--- config.mk ---
export PLATFORM = sky130hd
export DESIGN_NAME = fpadd_seq_ctrl
export DESIGN_NICKNAME = d
export VERILOG_FILES = /design/src/rtl/fpadd_seq_ctrl.sv
export SDC_FILE = /design/constraint.sdc
export NUM_CORES = 1
export LEC_CHECK = 0
export CORE_ASPECT_RATIO = 1.5
export CORE_MARGIN = 2
export CORE_UTILIZATION = 55
export DETAILED_ROUTE_END_ITERATION = 7
export PLACE_DENSITY = 0.84
export SYNTH_ARGS = -nofsm -noshare
export SYNTH_HDL_FRONTEND = slang
export SYNTH_SLANG_ARGS = --single-unit
export TNS_END_PERCENT = 30
--- constraint.sdc ---
create_clock -name clk -period 2.6 [get_ports clk]
set_input_delay 0.39 -clock clk [delete_from_list [all_inputs] [get_ports clk]]
set_output_delay 0.39 -clock clk [all_outputs]
set_load 0.005 [all_outputs]
--- src/rtl/fpadd_seq_ctrl.sv ---
// fpadd_seq_ctrl: sequencer for the iterative FP32 add/sub datapath.
// Walks one operation through CHECK, ALIGN, ADD, NORM, ROUND and RCHK, then
// holds the result in DONE until the consumer takes it. Only stage enables leave
// this block; operand data stays in the datapath.
// Build option: define FPADD_ALIGN_SKIP_EN so that an exponent gap of ALIGN_CAP or
// more issues a single align shift instead of ALIGN_CAP shifts. The datapath then
// flushes the smaller significand to sticky.
module fpadd_seq_ctrl #(
  parameter int EXP_W     = 8,
  parameter int MANT_W    = 23,
  parameter int ALIGN_CAP = 26
) (
  input  logic             clk,
  input  logic             rst_n,
  input  logic             req_valid,
  output logic             req_ready,
  input  logic             op_sub,
  output logic             ld_ops,
  input  logic [1:0]       err,
  input  logic [EXP_W-1:0] exp_diff,
  output logic             align_shift,
  output logic             add_en,
  input  logic             carry_out,
  input  logic             sum_zero,
  input  logic             norm_msb,
  output logic             norm_rshift,
  output logic             norm_lshift,
  output logic             round_en,
  input  logic             round_ovf,
  output logic             res_valid,
  input  logic             res_ready,
  output logic [1:0]       res_err
);

  localparam int                NCNT_W   = $clog2(MANT_W + 2);
  localparam logic [NCNT_W-1:0] NORM_SAT = NCNT_W'(MANT_W + 1);
  localparam logic [EXP_W-1:0]  CAP      = EXP_W'(ALIGN_CAP);

  typedef enum logic [3:0] {
    S_IDLE, S_CHECK, S_ALIGN, S_ADD, S_NORM,
    S_NRSH, S_ROUND, S_RCHK, S_RRSH, S_DONE
  } state_t;

  state_t             state_q, state_d;
  logic               live_q;        // low on the first cycles after reset
  logic [EXP_W-1:0]   align_cnt_q;
  logic [EXP_W-1:0]   align_init;
  logic [NCNT_W-1:0]  norm_cnt_q;
  logic               norm_sat;
  logic [1:0]         res_err_q;
  logic               op_sub_q;
  logic               unused_sub;

  // The sequence is identical for add and subtract; the latched flag only
  // records the accepted operation.
  assign unused_sub = op_sub_q;
  assign norm_sat   = (norm_cnt_q == NORM_SAT);

  // Number of align shifts for the current exponent gap.
  always_comb begin
`ifdef FPADD_ALIGN_SKIP_EN
    align_init = (exp_diff >= CAP) ? EXP_W'(1) : exp_diff;
`else
    align_init = (exp_diff > CAP) ? CAP : exp_diff;
`endif
  end

  // State register with synchronous reset.
  always_ff @(posedge clk) begin
    // NOTE: state elements use non-blocking assignments so every register in
    // the design updates from the same pre-edge values.
    if (!rst_n) state_q <= S_IDLE;
    else        state_q <= state_d;
  end

  // Next-state decode.
  always_comb begin
    // NOTE: the default assignment up front keeps every path assigned, so no
    // latch is inferred when a case arm leaves the state unchanged.
    state_d = state_q;
    unique case (state_q)
      S_IDLE:  if (live_q && req_valid) state_d = S_CHECK;
      S_CHECK: begin
        if (err != 2'd0)                  state_d = S_DONE;
        else if (align_init != '0)        state_d = S_ALIGN;
        else                              state_d = S_ADD;
      end
      S_ALIGN: if (align_cnt_q <= EXP_W'(1)) state_d = S_ADD;
      S_ADD:   state_d = S_NORM;
      S_NORM: begin
        if (carry_out)                    state_d = S_NRSH;
        else if (sum_zero)                state_d = S_DONE;
        else if (norm_msb || norm_sat)    state_d = S_ROUND;
      end
      S_NRSH:  state_d = S_ROUND;
      S_ROUND: state_d = S_RCHK;
      // The post-round shift returns straight to DONE, so a second round
      // overflow is never sampled.
      S_RCHK:  state_d = round_ovf ? S_RRSH : S_DONE;
      S_RRSH:  state_d = S_DONE;
      S_DONE:  if (res_ready) state_d = S_IDLE;
      default: state_d = S_IDLE;
    endcase
  end

  // Output decode. ld_ops and norm_lshift also look at the handshake and
  // the normalize inputs. The datapath must load in the accept cycle and shift
  // once per NORM cycle, and a state-only decode would add a cycle to each step.
  always_comb begin
    req_ready   = (state_q == S_IDLE) && live_q;
    ld_ops      = req_ready && req_valid;
    align_shift = (state_q == S_ALIGN);
    add_en      = (state_q == S_ADD);
    norm_rshift = (state_q == S_NRSH) || (state_q == S_RRSH);
    norm_lshift = (state_q == S_NORM) && !carry_out && !sum_zero &&
                  !norm_msb && !norm_sat;
    round_en    = (state_q == S_ROUND);
    res_valid   = (state_q == S_DONE);
    res_err     = res_err_q;
  end

  // Counters, result code and the accept-time latch.
  always_ff @(posedge clk) begin
    if (!rst_n) begin
      live_q      <= 1'b0;
      align_cnt_q <= '0;
      norm_cnt_q  <= '0;
      res_err_q   <= 2'd0;
      op_sub_q    <= 1'b0;
    end else begin
      live_q <= 1'b1;
      case (state_q)
        S_IDLE: begin
          if (ld_ops) begin
            op_sub_q    <= op_sub;
            res_err_q   <= 2'd0;
            align_cnt_q <= '0;
            norm_cnt_q  <= '0;
          end
        end
        S_CHECK: begin
          if (err != 2'd0) res_err_q   <= err;
          else             align_cnt_q <= align_init;
        end
        S_ALIGN: align_cnt_q <= align_cnt_q - EXP_W'(1);
        S_NORM: begin
          if (norm_lshift)                 norm_cnt_q <= norm_cnt_q + NCNT_W'(1);
          else if (!carry_out && sum_zero) res_err_q  <= 2'd1;
        end
        default: ;
      endcase
    end
  end

endmodule

==> impl_metrics.toml <==
[critical_path]
cp_slowest_cell = "or4b_4"
cp-end-kind = "output pin"
worstReg2RegStart = "state_q[0]$_SDFFE_PN0P_"
cp-startpoint = "state_q[2]$_SDFFE_PN0P_"
crit_path_start_kind = "register"
crit_type = "register to output pin"
ff2ff_setup_slack_ns = 0.76
cp_num_buf_inv = 2
worstPathMaxFanout = 12
path_cells = "or4b_4, inv_2, clkdlybuf4s50_1"
crit_family = "buffers and inverters"
critPathArrivalTime_ns = 2.01
cpPeakStageDelay_ns = 0.62
required_ns = 2.21

[clock_tree]
clock_latency_ns = 0.26
clk_path_buf_depth = 2
numCtsBuffers = 3
cts_tree = "done"
clk_pin_slew_ns = 0.08
clock_tree.root_cell = "clkbuf_8"
cts_num_sinks = 20
ctsHtreeMaxLevel = 1
cts_setup_buffers = 0
cts_resized = 0
cts_hold_buf = 0

[sta]
grt_setup_unrepaired = "no"
skew_ns = 0.00222
slew_headroom_pct = 53.1
setup_viol = 0
drv_slew = 0
post-route-min-period_ns = 2.40
tns_ns = 0
hold_viol_final = 0
fin_crit_sh_pct = 92.2
max_freq_ghz = 0.417
worst_slew_pin_slew_ns = 0.698

[routing]
num_vias = 1561
final_antenna_net_count = 0
drt-pass1-iter-count = 4
routedWlPerCell_um = 16.4
drt-initial-drc-count = 55
drt-total-wl_mm = 4.06
viasPerCell = 6.29
drc = 0

[min_path]
hp-start = "res_err[0]$_SDFFE_PN0P_"
holdCritPathClass = "register to register"

[floorplan]
fp.dieH_um = 67.6
start_util_pct = 56.6
die_w_um = 46.4
num_rows = 23
coreArea_sq_um = 2620
die-area_sq_um = 3140
ios = 29

[logic_synthesis]
syn_avg_cell_area_sq_um = 8.01
syn_area_sq_um = 1480
syn_nets = 208
yosysSeqAreaShare_pct = 27.0
synth_area_leader_cell = "dfxtp_1"
yosysWarnings = 0
netlist-cell-type-count = 57
synth_cells = 185
yosys_register_bits = 20
synth_edf_count = 0
async_flop_share_pct = 0
synth_area_leaders = "dfxtp_1 (27%), a21oi_1 (5.7%), o21ai_0 (3.7%)"
netlist.area_leader.share_pct = 27.0
synth_ff_type = "dfxtp_1"

[global_route]
grt.total_usage_pct = 28.4
antenna_found_initial = 0
grt_pass1_vias = 1514
grt.overflow.total = 0
grt_max_degree = 22
grtUsageMet1_pct = 32.6
use_met2_pct = 51.7
grt_pass1_wl_mm = 6.62
grtUsageMet3_pct = 3.21
busiest_layer = "met2"

[power]
power_leakage_nw = 0.661
p_per_area_nw_per_um2 = 553
ir_drop_mv = 0.408
power_mw = 1.02

[outcome]
outcome = "finished clean"

[final_layout]
nets = 235
fillerInstances = 227
antennaDiodeCount = 0
drive_gt1_share_pct = 12.3
multi_input_area_sq_um = 960
postLayoutCoreUtil_pct = 70.5
syn2layout_area_growth_pct = 24.5
regArea_sq_um = 400

[place]
portBuffers = 27
place.gp.congestion = 0.902
hpwl_mm = 2.95

[job]
maxCapViolCount = 0
==> cell usage in the layout, fill, tap and decap left out, types with 4 or more instances in the layout <==
cell type / n
a21oi_1: 17
a31oi_1: 4
and3_1: 5
buf_4: 7
clkdlybuf4s50_1: 27
dfxtp_1: 20
ha_1: 4
inv_1: 11
nand2_1: 13
nand3_1: 8
nor2_1: 11
nor2b_1: 4
nor3_1: 6
o21ai_0: 11
o31ai_1: 4
==> per-layer routing <==
metal	up-vias	wire, um
li1	756	-
met3	8	244
met5	-	0
met4	0	81
met2	65	2180
met1	732	1560
==> logic make-up (layout without fill, tap and decap cells) <==
| group | after synthesis | after routing | share of synthesized area, % |
|---|---|---|---|
| AOI/OAI and AO/OA | 66 | 66 | 31.9 |
| muxes | 2 | 2 | 1.43 |
| buffers and inverters | 24 | 50 | 8.27 |
| and+or+nand+nor | 69 | 69 | 28.0 |
| DFF | 20 | 20 | 27.0 |
| adders and majority gates | 4 | 4 | 3.38 |
==> flip-flops by register name, indices dropped and copies added, names as in the netlist <==
name,cells
align_cnt_q,8
live_q,1
state_q,4
res_err,2
norm_cnt_q,5
==> where the power goes <==
group / switching, mW / internal [mW] / leakage (nW)
sequential: 0.0249 / 0.329 / 0.163
clock: 0.115 / 0.206 / 0.0357
combinational: 0.195 / 0.152 / 0.463
total: 0.335 / 0.686 / 0.661
==> per-stage QoR <==
stage | instance area [sq um] | std cells | worst slack [ns] | hold slack (ns)
after global placement | 1770 | 244 | 0.279 | 0.454
after detailed placement | 1770 | 244 | 0.241 | 0.466
final | 1850 | 248 | 0.202 | 0.474
after floorplan | 1480 | 185 | 1.02 | 0.418
after CTS | 1850 | 248 | 0.220 | 0.479
after global routing | 1850 | 248 | 0.140 | 0.495
==> final timing paths <==
path | to | cells after the start
min | res_err[0]$_SDFFE_PN0P_ | 2
min reg2reg | res_err[0]$_SDFFE_PN0P_ | 2
max reg2reg | align_cnt_q[3]$_SDFFE_PN0P_ | 5
max | align_shift | 3
==> Yosys cell counts, drive strengths merged, types with 3 or more instances <==
master / count
a2111o: 3
a21oi: 18
a311oi: 4
a31oi: 4
and3: 5
buf: 9
clkbuf: 3
dfxtp: 20
ha: 4
inv: 12
nand2: 13
nand3: 9
nor2: 11
nor2b: 4
nor3: 6
o2111ai: 3
o21ai: 12
o21bai: 3
o31ai: 4
or3: 3
==> final cells by class <==
type	instances	area share [%]
Multi-Input combinational cell	141	52.0
Sequential cell	20	21.7
Timing Repair Buffer	34	17.5
Tap cell	37	2.51
Inverter	12	2.44
Clock buffer	3	2.24
Clock inverter	1	1.63
==> tightest hold or removal path: cells and delay by family (launching register included) <==
family         cells  cell delay [ns]
AO/OA/AOI/OAI      2             0.12
flip-flops         1             0.32
No activity file was read; power rests on OpenSTA's default activity.
